### src/rtl/act_ram_stream_ctrl_pkg.sv
// rtl/act_ram_stream_ctrl_pkg.sv - shared helpers and arbitration constants for act_ram_stream_ctrl
package act_ram_stream_ctrl_pkg;

  typedef enum logic {
    PRIO_WRITE = 1'b0,
    PRIO_READ  = 1'b1
  } prio_e;

  // Ceiling log2, never below 1 so a depth-1 memory still gets an address bit.
  function automatic int C_LOG_2(input int n);
    int r;
    r = 0;
    while ((1 << r) < n) r = r + 1;
    return (r < 1) ? 1 : r;
  endfunction

endpackage

### src/rtl/act_skid_buf2.sv
// rtl/act_skid_buf2.sv - 2-entry skid buffer absorbing the SRAM read return
module act_skid_buf2 #(
  parameter int WIDTH = 128
) (
  input  logic             clk,
  input  logic             rst,
  input  logic             clear,
  input  logic             in_valid,
  input  logic [WIDTH-1:0] in_data,
  output logic             out_valid,
  input  logic             out_ready,
  output logic [WIDTH-1:0] out_data,
  output logic [1:0]       count
);

  logic [WIDTH-1:0] head;
  logic [WIDTH-1:0] tail;
  logic [1:0]       cnt;
  logic             pop;

  assign out_valid = (cnt != 2'd0);
  assign out_data  = head;
  assign count     = cnt;
  assign pop       = out_valid && out_ready;

  // The producer guarantees room, so a push never meets a full buffer without a pop.
  always_ff @(posedge clk) begin
    if (rst || clear) begin
      cnt  <= 2'd0;
      head <= '0;
      tail <= '0;
    end else begin
      case ({in_valid, pop})
        2'b10: begin
          if (cnt == 2'd0) head <= in_data;
          else             tail <= in_data;
          cnt <= cnt + 2'd1;
        end
        2'b01: begin
          head <= tail;
          cnt  <= cnt - 2'd1;
        end
        2'b11: begin
          if (cnt == 2'd1) begin
            head <= in_data;
          end else begin
            head <= tail;
            tail <= in_data;
          end
        end
        default: ;
      endcase
    end
  end

endmodule

### src/rtl/act_ram_stream_ctrl.sv
// rtl/act_ram_stream_ctrl.sv - single-port activation SRAM run as a circular stream FIFO
// ACT_RAM_CTRL_STAT_EN adds stat_max_level and stat_stall_cnt outputs.
module act_ram_stream_ctrl
  import act_ram_stream_ctrl_pkg::*;
#(
  parameter int SRAM_WIDTH = 128,
  parameter int SRAM_WORD  = 64,
  parameter int ADDR_BITS  = C_LOG_2(SRAM_WORD)
) (
  input  logic                  clk,
  input  logic                  rst,
  input  logic                  flush,
  input  logic                  in_valid,
  output logic                  in_ready,
  input  logic [SRAM_WIDTH-1:0] in_data,
  output logic                  out_valid,
  input  logic                  out_ready,
  output logic [SRAM_WIDTH-1:0] out_data,
  output logic [ADDR_BITS-1:0]  ram_addr_w,
  output logic [ADDR_BITS-1:0]  ram_addr_r,
  output logic                  ram_write_en,
  output logic                  ram_read_en,
  output logic [SRAM_WIDTH-1:0] ram_data_in,
  input  logic [SRAM_WIDTH-1:0] ram_data_out,
  output logic [ADDR_BITS:0]    level
`ifdef ACT_RAM_CTRL_STAT_EN
  ,
  output logic [ADDR_BITS:0]    stat_max_level,
  output logic [15:0]           stat_stall_cnt
`endif
);

  localparam logic [ADDR_BITS:0]   DEPTH = (ADDR_BITS+1)'(SRAM_WORD);
  localparam logic [ADDR_BITS-1:0] LAST  = ADDR_BITS'(SRAM_WORD - 1);

  logic [ADDR_BITS-1:0] wr_ptr;
  logic [ADDR_BITS-1:0] rd_ptr;
  logic [ADDR_BITS:0]   sram_cnt;
  logic                 inflight;
  prio_e                rr_prio;
  logic [1:0]           skid_cnt;
  logic                 halt;
  logic                 pop;
  logic                 rd_need;
  logic                 wr_fire;
  logic                 rd_fire;

  assign halt = rst || flush;
  assign pop  = out_valid && out_ready;

  // An entry leaving the skid buffer this cycle already counts as free room.
  assign rd_need = (sram_cnt != '0) &&
                   (({1'b0, skid_cnt - {1'b0, pop}} + {2'b00, inflight}) < 3'd2);

  assign in_ready = !halt && (sram_cnt < DEPTH) && !(rd_need && rr_prio == PRIO_READ);
  assign wr_fire  = in_valid && in_ready;
  assign rd_fire  = !halt && rd_need && !wr_fire;

  assign ram_write_en = wr_fire;
  assign ram_read_en  = rd_fire;
  assign ram_addr_w   = wr_ptr;
  assign ram_addr_r   = rd_ptr;
  assign ram_data_in  = wr_fire ? in_data : '0;

  assign level = sram_cnt + (ADDR_BITS+1)'(inflight) + (ADDR_BITS+1)'(skid_cnt);

  always_ff @(posedge clk) begin
    if (rst) begin
      wr_ptr   <= '0;
      rd_ptr   <= '0;
      sram_cnt <= '0;
      inflight <= 1'b0;
      rr_prio  <= PRIO_WRITE;
    end else if (flush) begin
      wr_ptr   <= '0;
      rd_ptr   <= '0;
      sram_cnt <= '0;
      inflight <= 1'b0;
    end else begin
      if (wr_fire) wr_ptr <= (wr_ptr == LAST) ? '0 : wr_ptr + ADDR_BITS'(1);
      if (rd_fire) rd_ptr <= (rd_ptr == LAST) ? '0 : rd_ptr + ADDR_BITS'(1);
      if (wr_fire)      sram_cnt <= sram_cnt + (ADDR_BITS+1)'(1);
      else if (rd_fire) sram_cnt <= sram_cnt - (ADDR_BITS+1)'(1);
      inflight <= rd_fire;
      if (in_valid && rd_need) rr_prio <= (rr_prio == PRIO_WRITE) ? PRIO_READ : PRIO_WRITE;
    end
  end

  act_skid_buf2 #(
    .WIDTH(SRAM_WIDTH)
  ) u_skid (
    .clk      (clk),
    .rst      (rst),
    .clear    (flush),
    .in_valid (inflight),
    .in_data  (ram_data_out),
    .out_valid(out_valid),
    .out_ready(out_ready),
    .out_data (out_data),
    .count    (skid_cnt)
  );

`ifdef ACT_RAM_CTRL_STAT_EN
  always_ff @(posedge clk) begin
    if (rst || flush) begin
      stat_max_level <= '0;
      stat_stall_cnt <= '0;
    end else begin
      if (level > stat_max_level) stat_max_level <= level;
      if (in_valid && !in_ready && stat_stall_cnt != 16'hFFFF)
        stat_stall_cnt <= stat_stall_cnt + 16'd1;
    end
  end
`endif

endmodule

### config.mk
export PLATFORM = sky130hd
export DESIGN_NAME = act_ram_stream_ctrl
export DESIGN_NICKNAME = d
export VERILOG_FILES = /design/src/rtl/act_ram_stream_ctrl_pkg.sv /design/src/rtl/act_skid_buf2.sv /design/src/rtl/act_ram_stream_ctrl.sv
export SDC_FILE = /design/constraint.sdc
export NUM_CORES = 1
export LEC_CHECK = 0
export BUFFER_PORTS_ARGS = -buffer_cell sky130_fd_sc_hd__buf_2
export CAP_MARGIN = 20
export CORE_AREA = 2 2 211 213
export CTS_BUF_LIST = sky130_fd_sc_hd__clkbuf_4 sky130_fd_sc_hd__clkbuf_8
export DETAILED_ROUTE_END_ITERATION = 10
export DIE_AREA = 0 0 213 215
export GPL_TIMING_DRIVEN = 0
export SETUP_SLACK_MARGIN = 0.5
export SYNTH_ARGS = -nofsm -noshare
export SYNTH_HDL_FRONTEND = slang
export SYNTH_SLANG_ARGS = --single-unit
### constraint.sdc
create_clock -name clk -period 3.8 [get_ports clk]
set_clock_uncertainty 0.15 [all_clocks]
set_input_delay 0.19 -clock clk [delete_from_list [all_inputs] [get_ports clk]]
set_output_delay 0.19 -clock clk [all_outputs]
set_load 0.01 [all_outputs]
Yosys cells after proc, flatten, opt, wreduce, memory -nomap -nowiden
Cells that the tools add are included.
{"block": "op_classes", "add_sub_neg": 10, "order_cmp": 2, "eq_ne": 9, "muxes": 13, "bitwise": 1, "reduce_logical": 24}
{"cell": "$mux W128", "n": 5}
{"cell": "$pmux W128 S3", "n": 1}
{"cell": "$pmux W128 S2", "n": 1}
{"cell": "$mux W7", "n": 2}
{"cell": "$add A6 B1 Y6 const B", "n": 2}
{"cell": "$eq A6 B6 Y1 const B", "n": 2}
{"cell": "$mux W6", "n": 2}
{"cell": "$logic_and A1 B1 Y1", "n": 9}
{"cell": "$reduce_bool A2 Y1", "n": 4}
{"cell": "$add A7 B1 Y7", "n": 1}
{"cell": "$add A7 B1 Y7 const B", "n": 1}
{"cell": "$add A7 B2 Y7", "n": 1}
{"cell": "$lt A7 B7 Y1 const B", "n": 1}
{"cell": "$reduce_bool A7 Y1", "n": 1}
{"cell": "$sub A7 B1 Y7 const B", "n": 1}
{"cell": "$eq A2 B1 Y1 const B", "n": 2}
{"cell": "$eq A2 B2 Y1 const B", "n": 2}
{"cell": "$ne A2 B2 Y1 const B", "n": 2}
{"cell": "$pmux W2 S2", "n": 1}
{"cell": "$reduce_and A2 Y1", "n": 2}
{"cell": "$add A2 B1 Y3", "n": 1}
{"cell": "$logic_not A1 Y1", "n": 3}
{"cell": "$lt A3 B2 Y1 const B", "n": 1}
{"cell": "$reduce_and A3 Y1", "n": 1}
{"cell": "other kinds (10)", "n": 10}
{"block": "totals", "reg_bits": 279, "in_bits": 261, "out_inout_bits": 279, "wordCells": 67}

Logic depth before layout (Yosys ltp)
Gate-level depths: netlist of run 1.
{"block": "logic_depth", "word_depth": 14, "depth_mapped": 16, "ltp_nobuf": 13}

Modules after synthesis
A second synthesis of run 1 with hierarchy kept.
{"block": "unflattened", "hier_cells": 1687, "area_unflattened_um2": 13877.1}
{"module": "act_skid_buf2", "instances": 1, "cells_per_inst": 1385, "area_each_um2": 11634.9}
{"module": "act_ram_stream_ctrl", "instances": 1, "cells_per_inst": 302, "area_each_um2": 2242.2}

Worst setup path after synthesis of run 1
Ideal clock, no wire load.
{"block": "synth_path", "path_type": "reg-to-reg", "startpoint": "reg u_skid.cnt[1], in the netlist u_skid.count[1]", "endpoint": "reg sram_cnt[6]", "setup_time_ns": 0.059, "t_arrival_ns": 3.191, "t_required_ns": 3.591, "setup_slack_ns": 0.400, "stages_incl_launch_ff": 17, "path_buffers": 3, "period_less_slack_ns": 3.400, "path_cell_list": "dfxtp_1 > inv_1 > ha_1 > nand2b_4 > buf_6 > a211oi_1 > o211a_1 > buf_2 > nor2_2 > buf_2 > inv_2 > ha_1 > nor2b_1 > o31ai_1 > a21oi_1 > o31ai_1 > o221a_2"}
{"block": "synth_between", "elab_chain_cells": 13, "elab_cells_between_ends": 15, "classes_between": "add/sub (2); order compare (1); mux (1); reduce/logical (11)"}
{"element": "from (decl)", "line": "act_skid_buf2.sv:18", "rtl": "logic [1:0] cnt;"}
{"element": "from (signal assigned)", "line": "act_skid_buf2.sv:37", "rtl": "cnt <= cnt + 2'd1;"}
{"element": "from (signal assigned)", "line": "act_skid_buf2.sv:41", "rtl": "cnt <= cnt - 2'd1;"}
{"element": "$reduce_bool A2 Y1", "line": "act_skid_buf2.sv:21", "rtl": "assign out_valid = (cnt != 2'd0);"}
{"element": "$logic_and A1 B1 Y1", "line": "act_ram_stream_ctrl.sv:49", "rtl": "assign pop = out_valid && out_ready;"}
{"element": "$sub A2 B1 Y2 (*)", "line": "act_ram_stream_ctrl.sv:53", "rtl": "(({1'b0, skid_cnt - {1'b0, pop}} + {2'b00, inflight}) < 3'd2);"}
{"element": "$add A2 B1 Y3 (*)", "line": "act_ram_stream_ctrl.sv:53"}
{"element": "$lt A3 B2 Y1 (*)", "line": "act_ram_stream_ctrl.sv:53"}
{"element": "$logic_and A1 B1 Y1 (*)", "line": "act_ram_stream_ctrl.sv:52", "rtl": "assign rd_need = (sram_cnt != '0) &&"}
{"element": "$logic_and A1 B1 Y1", "line": "act_ram_stream_ctrl.sv:55", "rtl": "assign in_ready = !halt && (sram_cnt < DEPTH) && !(rd_need && rr_prio == PRIO_READ);"}
{"element": "$logic_not A1 Y1", "line": "act_ram_stream_ctrl.sv:55"}
{"element": "$logic_and A1 B1 Y1", "line": "act_ram_stream_ctrl.sv:55"}
{"element": "$logic_and A1 B1 Y1", "line": "act_ram_stream_ctrl.sv:56", "rtl": "assign wr_fire = in_valid && in_ready;"}
{"element": "$logic_not A1 Y1", "line": "act_ram_stream_ctrl.sv:57", "rtl": "assign rd_fire = !halt && rd_need && !wr_fire;"}
{"element": "$logic_and A1 B1 Y1", "line": "act_ram_stream_ctrl.sv:57"}
{"element": "$reduce_bool A2 Y1 (no line)"}
{"element": "to (signal assigned)", "line": "act_ram_stream_ctrl.sv:82", "rtl": "if (wr_fire) sram_cnt <= sram_cnt + (ADDR_BITS+1)'(1);"}
{"element": "to (signal assigned)", "line": "act_ram_stream_ctrl.sv:83", "rtl": "else if (rd_fire) sram_cnt <= sram_cnt - (ADDR_BITS+1)'(1);"}
{"element": "to (decl)", "line": "act_ram_stream_ctrl.sv:38", "rtl": "logic [ADDR_BITS:0] sram_cnt;"}
Every way passes the cells marked *; elsewhere a longest branch is shown, timed or not.
A chain may end at the register's enable or synchronous reset.

Final worst setup path of run 1
{"block": "layout_path", "startpoint": "reg u_skid.cnt[0], in the netlist u_skid.count[0]", "endpoint": "reg sram_cnt[6]"}
The elaborated chain is that of the path after synthesis.

==> results.toml, run 1 <==
[placement]
place_congestion = 1.156
port_buffers = 539
dpl_cell_area_um2 = 15830
dpl.hpwl_mm = 40.23

[synthesis]
synth_ff_type = "dfxtp_1"
async_flop_share_pct = 0
yosys_warnings = 0
syn_area_um2 = 12370
synth_edf_count = 0
syn_inst = 1464
syn_avg_cell_area_um2 = 8.447
ys_seq_area_share_pct = 45.16
yosysTopAreaCellShare_pct = 45.16
synth_seq_cells = 279
synth_fp_nets = 1738
synth.largest_area_cell = "dfxtp_1"
synth_cell_types = 55
synth.area.top_cells = "dfxtp_1 (45%), mux2i_1 (11%), nand2_1 (8.3%)"

[final_layout]
fillers = 4302
final_util_pct = 42.58
drive_gt1_share_pct = 31.25
seq_area_um2 = 5593
synthToLayoutAreaGrowth_pct = 50.27
nNetsFinal = 2472
multi_input_area_um2 = 6316
layout.cells.most_common_list = "buf_2 (547), dfxtp_1 (277), nand2_1 (272)"
final_area_um2 = 18580
layout_commonest_cell = "buf_2"

[sta]
grt_setup_unrepaired = "true"
fmax_mhz = 312.1
finalHoldViolCount = 0
slew_violations = 0
period_needed_ns = 3.204
period_share_pct = 84.32
slew_headroom_pct = 29.39
worstMarginPinSlew_ns = 1.059
setup_viol = 0

[worst_setup_path]
cp-end-kind = "flop"
cp_cell_sequence = "inv_2, ha_2, nand2b_4, buf_6, a211oi_4, o211a_1, buf_6, nor2_4, buf_2, fa_2, nor2b_2, o31ai_4, a21oi_2, o31ai_1, o221a_2"
slowest_stage = "dfxtp_4"
crit_family = "compound AO/OA/AOI/OAI gates"
start_kind = "flop"
critical_path.max_stage_delay_ns = 0.37
required_ns = 4.12
timing_worst_setup_path_type = "reg2reg"
crit_arrival_ns = 3.53
cp_max_fo = 11
path_buf_inv = 4
cp_common_cell = "buf_6"

[floorplan]
core_area_um2 = 43640
die_area_um2 = 45800
rows = 77
io_pins = 540
die_h_um = 215
initial_core_util_pct = 28.34
die_width_um = 213

[run_status]
status = "finished, final reports clean"

[grt]
grt.total_usage_pct = 22.31
grt_max_degree = 16
grt_antenna_before_repair = 12
overflow = 0
grt_pass1_wl_mm = 77.02
grt_pass1_vias = 12900

[detailed_routing]
drc = 0
antenna_left = 0
firstDrtPassIters = 6
drt_iter0_drc = 701
viasPerCell = 4.793
vias = 13620
post_drt_wl_per_cell_um = 18.81
wl_mm = 53.46

[clocking]
cts_buffer_depth = 3
clk_latency_ns = 0.62
cts_max_level = 2
cts_tree = "done"
numCtsBuffers = 52
cts_root_buf = "clkbuf_8"
clock_sinks = 279
clkTransAtPathRegs_ns = 0.06

[power]
vdd_ir_drop_max_v = 0.0002236
powerDensity_nw_per_um2 = 450.4
p_leak_uw = 0.008774

[worst_hold_path]
holdCritPathClass = "in2reg"

[flow_run]
drv_cap = 0
[layout make-up]
cell class                 count  area share (%)
multi-input combinational   1051           33.99
sequential                   279           30.09
timing repair buffer         680           22.23
clock buffer                  84           5.783
tap                          592           3.986
buffer                       119           2.888
clock inverter                12          0.5790
inverter                      15          0.3164
antenna                       10          0.1347
[metal layers]
layer	track usage (%)	wire, µm	vias up
li1	-	-	6493
met1	25.50	21570	6403
met2	33.90	23060	571
met3	9.806	5506	147
met4	13.29	3090	8
met5	3.341	234	-
[synth_stat cells, types with 14 or more instances]
library cell,n
a211oi_1,132
a21oi_1,140
and2_1,130
buf_2,28
clkbuf_1,80
dfxtp_1,279
inv_1,14
mux2i_1,134
nand2_1,272
nor2_1,142
[stage by stage]
step                setup TNS (ns)  hold WS (ns)  worst slack, ns  power [µW]  std cells
CTS                              0       0.09795           0.4172        8420       2831
floorplan                        0        0.1124           0.5133        4272       1464
global placement                 0        0.2461          0.03555        4977       2595
global route                     0        0.1406           0.4454        8787       2839
finish                           0        0.1802           0.5959        8370       2842
detailed placement         -0.1058        0.2492          -0.1058        5010       2596
[worst reg2reg max path, delay by kind of cell, from the launching register on]
family | cells | cell delay [ns]
compound gates | 6 | 1.08
fa+ha+maj | 2 | 0.58
buf+inv | 4 | 0.53
flops | 1 | 0.37
simple gates | 3 | 0.39
[final timing paths]
check	to	from	slack, ns	cells after the start
worst max-delay path	sram_cnt[6]$_SDFFE_PP0P_	u_skid.count[0]$_SDFFE_PP0P_	0.60	15
worst min-delay path	rr_prio$_SDFFE_PP0P_	rst	0.18	3
worst max register to register	sram_cnt[6]$_SDFFE_PP0P_	u_skid.count[0]$_SDFFE_PP0P_	0.60	15
worst min register to register	u_skid.tail[11]$_SDFFE_PP0P_	u_skid.tail[11]$_SDFFE_PP0P_	0.30	2
[repair_timing]
item                                   in CTS  in global routing
setup buffers                               4                  1
resized for setup                          28                 27
pin swaps                                   5                  3
setup endpoints to repair                 135                 45
hold buffers                              135                  0
endpoints found under the hold margin     271                  0
[where the power goes]
group / internal, µW / switching, µW
Sequential: 3070 / 110
Combinational: 811 / 1160
Clock: 1870 / 1350
[cell families (layout without fill, tap and decap cells)]
kind of cell	Yosys count	in the layout	share of synthesized area (%)
simple gates	582	582	21.05
compound gates	313	313	16.39
flops	279	279	45.16
mux	134	134	10.85
buf+inv	134	910	4.411
fa+ha+maj	13	13	1.497
xor+xnor	9	9	0.6374
other cells	0	10	0
[registers in the layout, summed over array words and instances (netlist names)]
| name | cells |
|---|---|
| sram_cnt | 7 |
| ram_addr_w | 6 |
| u_skid.count | 2 |
| u_skid.tail | 128 |
| inflight | 1 |
| ram_addr_r | 6 |
| rr_prio | 1 |
| u_skid.out_data | 128 |
No activity file was read; power rests on OpenSTA's default activity.
==> run 2: changes to the inputs <==
- clock period: 3.8 -> 3.2 ns (I/O delays scaled with it)
==> run 2 against run 1 <==
Compared with the run above: hold slack got worse by 0.081 ns; design area increased by 4.3%; wire length increased by 16%; non-clock buffer count increased by 24; fmax increased by 4.9%; sequential cell count unchanged; setup slack got worse by 0.45 ns; core utilization increased by 1.8 points; critical path type unchanged.
==> results.toml, run 2 (synthesis results as in run 1) <==
[sta]
worstMarginPinSlew_ns = 0.7281
period_share_pct = 95.47
slew_headroom_pct = 51.13
setup_tns_ns = 0
grt_setup_unrepaired = "true"
slew_violations = 0
holdWs_ns = 0.09954
setup_viol = 0
finalHoldViolCount = 0
fmax_mhz = 327.3
period_needed_ns = 3.055

[run_status]
status = "finished, final reports clean"

[detailed_routing]
antenna_left = 0
viasPerCell = 4.854
drc = 0
drt_iter0_drc = 743
vias = 13870
post_drt_wl_per_cell_um = 21.63
firstDrtPassIters = 5
wl_mm = 61.80

[flow_run]
drv_cap = 0

[worst_setup_path]
timing_worst_setup_path_type = "reg2reg"
crit_arrival_ns = 3.44
cp_common_cell = "buf_6"
critical_path.max_stage_delay_ns = 0.40
required_ns = 3.58
start_kind = "flop"
cp-end-kind = "flop"
cp_cell_sequence = "inv_4, ha_4, nand2b_4, buf_6, a211oi_4, o211a_1, buf_6, nor2_4, clkbuf_8, fa_2, nor2b_4, o31ai_4, a21oi_2, o31ai_1, o221a_2"
slowest_stage = "fa_2"
cp_max_fo = 5

[clocking]
clock_sinks = 279
clkTransAtPathRegs_ns = 0.06
cts_root_buf = "clkbuf_8"
cts_buffer_depth = 3
numCtsBuffers = 48
cts_max_level = 2
clk_latency_ns = 0.64
cts_tree = "done"

[placement]
place_congestion = 1.061
dpl_cell_area_um2 = 15920
dpl.hpwl_mm = 46.79
dp_cells = 2596
port_buffers = 539

[floorplan]
die_width_um = 213
rows = 77
core_area_um2 = 43640
die_h_um = 215
io_pins = 540
die_area_um2 = 45800
initial_core_util_pct = 28.34

[final_layout]
layout.cells.most_common_list = "buf_2 (489), dfxtp_1 (274), nand2_1 (272)"
nNetsFinal = 2492
final_area_um2 = 19370
synthToLayoutAreaGrowth_pct = 56.67
drive_gt1_share_pct = 36.47
layout.cells.non_filler = 2857
layout_commonest_cell = "buf_2"

[grt]
grt_pass1_wl_mm = 87.57
overflow = 0
grt_pass1_vias = 13480
grt_antenna_before_repair = 26
grt.total_usage_pct = 25.97
grt_max_degree = 14

[power]
p_leak_uw = 0.009051
power_uw = 9874
powerDensity_nw_per_um2 = 509.6
vdd_ir_drop_max_v = 0.0004370

[worst_hold_path]
holdCritPathClass = "in2reg"
[run 2: changes by cell type in the layout (fill, tap and decap cells not counted), moves of 4 or more]
cell and change:
and2_1 -65, and2_4 +68, buf_2 -58, buf_4 +22, buf_6 +76, clkbuf_1 -17
clkbuf_2 +14, clkbuf_4 -11, clkbuf_8 -8, ha_1 -4, ha_4 +5, inv_1 -5
[run 2: layout make-up]
cell class | instances | area, µm²
fill | 4326 | 24270
multi-input combinational | 1051 | 6611
sequential | 279 | 5599
timing repair buffer | 704 | 4702
clock buffer | 76 | 952.2
tap | 592 | 740.7
buffer | 119 | 608.1
inverter | 15 | 68.82
clock inverter | 10 | 65.06
antenna | 11 | 27.53
[run 2: timing repair]
item / 4_1_cts / 5_1_grt
setup buffers: 19 / 5
cloned: 4 / 2
endpoints found under the setup margin: 267 / 271
endpoints found under the hold margin: 270 / 0
hold buffers: 134 / 0
pin swaps: 64 / 21
resized for setup: 240 / 59
[run 2: through the flow]
| stage | utilization, % | setup slack [ns] |
|---|---|---|
| final | 44.39 | 0.1449 |
| after global routing | 44.38 | 0.03297 |
| after CTS | 43.89 | 0.1108 |
| after detailed placement | 36.49 | -0.1175 |
| after global placement | 36.45 | -0.09236 |
| after floorplan | - | 0.2230 |
[run 2: report_power, final]
part / leakage, µW / internal, µW / total (µW) / switching, µW
logic: 0.00624 / 1150 / 2660 / 1510
clock network: 0.000550 / 1890 / 3430 / 1540
registers: 0.00226 / 3640 / 3790 / 140
total: 0.00905 / 6690 / 9870 / 3190
[run 2: path summary, 6_finish.rpt]
kind / endpoint / slack, ns / cells past startpoint / startpoint
min reg2reg: u_skid.tail[88]$_SDFFE_PP0P_ / 0.30 / 2 / u_skid.tail[88]$_SDFFE_PP0P_
max reg2reg: sram_cnt[6]$_SDFFE_PP0P_ / 0.14 / 15 / u_skid.count[0]$_SDFFE_PP0P_
min: u_skid.count[1]$_SDFFE_PP0P_ / 0.1 / 7 / out_ready
max: sram_cnt[6]$_SDFFE_PP0P_ / 0.14 / 15 / u_skid.count[0]$_SDFFE_PP0P_
[run 2: per-layer routing]
metal	GRT usage (%)	part of all wire, %	vias up
met2	42.90	47	605
li1	-	-	6519
met5	0	0.086	-
met4	12.05	4.5	8
met3	5.699	7.0	180
met1	32.01	42	6556
[run 2: critical path, delay by kind of cell (launching register included)]
family	cells	cell delay, ns
DFF	1	0.36
buffers and inverters	4	0.41
AOI/OAI and AO/OA	6	1.12
and+or+nand+nor	3	0.34
adders and majority gates	2	0.56
==> run 3: changes to the inputs <==
- CORE_AREA: 2 2 211 213 -> 2 2 213 215
- CTS_BUF_LIST: sky130_fd_sc_hd__clkbuf_4 sky130_fd_sc_hd__clkbuf_8 -> sky130_fd_sc_hd__clkbuf_4 sky130_fd_sc_hd__clkbuf_8 sky130_fd_sc_hd__clkbuf_16
- DIE_AREA: 0 0 213 215 -> 0 0 215 217
==> run 3 against run 2 <==
Compared with the run above: largest power group is now the clock network; clock power rose by 18%; fmax fell by 0.93%; wire length fell by 0.78%; hold slack improved by 0.096 ns; sequential cell count did not move; power rose by 5.9%; sequential power barely moved; first-iteration DRC count rose by 3.1%; die area rose by 1.9%; clock-buffer cell count fell by 32; sequential share of layout area fell by 0.15 points; via count rose by 0.31%.
==> results.toml, run 3 (synthesis results as in run 1) <==
[detailed_routing]
drc = 0
vias = 13910
wl_mm = 61.32
post_drt_wl_per_cell_um = 21.52
viasPerCell = 4.883
antenna_left = 0
drt_iter0_drc = 766
firstDrtPassIters = 5

[floorplan]
core_area_um2 = 44700
initial_core_util_pct = 27.67
rows = 78
die_area_um2 = 46660
io_pins = 540
die_width_um = 215
die_h_um = 217

[sta]
period_share_pct = 96.37
grt_setup_unrepaired = "true"
period_needed_ns = 3.084
slew_violations = 0
holdWs_ns = 0.1951
slew_headroom_pct = 44.33
worstMarginPinSlew_ns = 0.8350
setup_viol = 0
finalHoldViolCount = 0
fmax_mhz = 324.3

[run_status]
status = "finished, final reports clean"

[power]
vdd_ir_drop_max_v = 0.0004161
clkPwrFrac_pct = 38.8
pwr-share-seq_pct = 36.2
switchingPower_uw = 3175
p_int_uw = 7285
powerDensity_nw_per_um2 = 537.3
switching_share_pct = 30.36
p_comb_share_pct = 25.0
p_leak_uw = 0.009055

[final_layout]
nNetsFinal = 2482
layout.cells.most_common_list = "buf_2 (501), dfxtp_1 (275), nand2_1 (272)"
final_util_pct = 43.56
synthToLayoutAreaGrowth_pct = 57.44
fillers = 4451
layout_commonest_cell = "buf_2"
drive_gt1_share_pct = 34.39

[clocking]
clkTransAtPathRegs_ns = 0.07
cts_tree = "done"
cts_buffer_depth = 3
clock_sinks = 279
clk_latency_ns = 0.58
cts_max_level = 1
numCtsBuffers = 31
cts_root_buf = "clkbuf_16"

[worst_setup_path]
required_ns = 3.50
timing_worst_setup_path_type = "reg2reg"
start_kind = "flop"
worstRegToRegCells = 17
cp_max_fo = 5
crit_arrival_ns = 3.38
cp-end-kind = "flop"

[grt]
grt.total_usage_pct = 24.83
grt_pass1_wl_mm = 86.41
overflow = 0
grt_max_degree = 17
grt_antenna_before_repair = 25
grt_pass1_vias = 13250

[placement]
port_buffers = 539
dpl.hpwl_mm = 46.99
place_congestion = 0.9908

[worst_hold_path]
min_path_cells = 7
holdCritPathClass = "in2reg"

[flow_run]
drv_cap = 0
run 3: critical path, stage by stage (launching register included):
cell and delay [ns]:
dfxtp_4 0.36, inv_4 0.04, ha_4 0.16, nor3b_4 0.28, a211oi_4 0.08, o211a_1 0.22, buf_6 0.12, nor2_4 0.18
buf_6 0.15, inv_8 0.05, buf_4 0.13, buf_6 0.11, ha_4 0.26, a211oi_2 0.06, nor2_2 0.16, mux2i_1 0.23
a22o_1 0.15, a21oi_1 0.06
run 3: repair_timing:
item	4_1_cts	5_1_grt
gates cloned	7	1
hold endpoints to repair	269	0
gates resized for setup	206	36
buffers inserted	19	10
endpoints found under the setup margin	263	140
pin swaps	54	11
hold buffers	134	0
run 3: power groups by stage:
stage	sequential, µW	clock [µW]	combinational [µW]
after floorplan	3880	0	1240
after global routing	3800	4270	2820
after detailed placement	3840	0	2200
after global placement	3840	0	2170
final	3790	4060	2620
after CTS	3770	4130	2540
run 3: final timing paths:
kind / from / to / slack (ns)
setup / recovery: u_skid.count[0]$_SDFFE_PP0P_ / sram_cnt[5]$_SDFFE_PP0P_ / 0.12
hold / removal: out_ready / inflight$_SDFF_PP0_ / 0.20
setup reg to reg: u_skid.count[0]$_SDFFE_PP0P_ / sram_cnt[5]$_SDFFE_PP0P_ / 0.12
hold reg to reg: u_skid.tail[109]$_SDFFE_PP0P_ / u_skid.tail[109]$_SDFFE_PP0P_ / 0.30
run 3: routing by layer:
layer	up-vias	wire length [µm]	track usage (%)
met5	-	11	0
met2	621	29300	42.80
li1	6503	-	-
met4	2	2974	10.69
met1	6629	24310	30.12
met3	156	4719	4.948
run 3: cell type report:
type	count	area, µm²	area share, %
sequential	279	5598	28.75
clock buffer	44	935.9	4.807
clock inverter	14	241.5	1.240
inverter	15	68.82	0.3534
timing repair buffer	711	4693	24.11
multi-input combinational	1051	6545	33.62
buffer	119	596.8	3.065
tap	600	750.7	3.856
antenna	16	40.04	0.2056
run 3: through the flow:
stage	TNS, ns	std cells	instance area, µm²	setup WS [ns]	power, µW
after floorplan	0	1464	12470	0.2230	5116
after global placement	-0.02840	2603	15920	-0.02840	6007
after detailed placement	-0.08151	2604	15930	-0.08151	6041
after CTS	0	2822	19230	0.1313	10440
after global routing	0	2840	19450	0.03464	10890
final	0	2849	19470	0.1162	10460
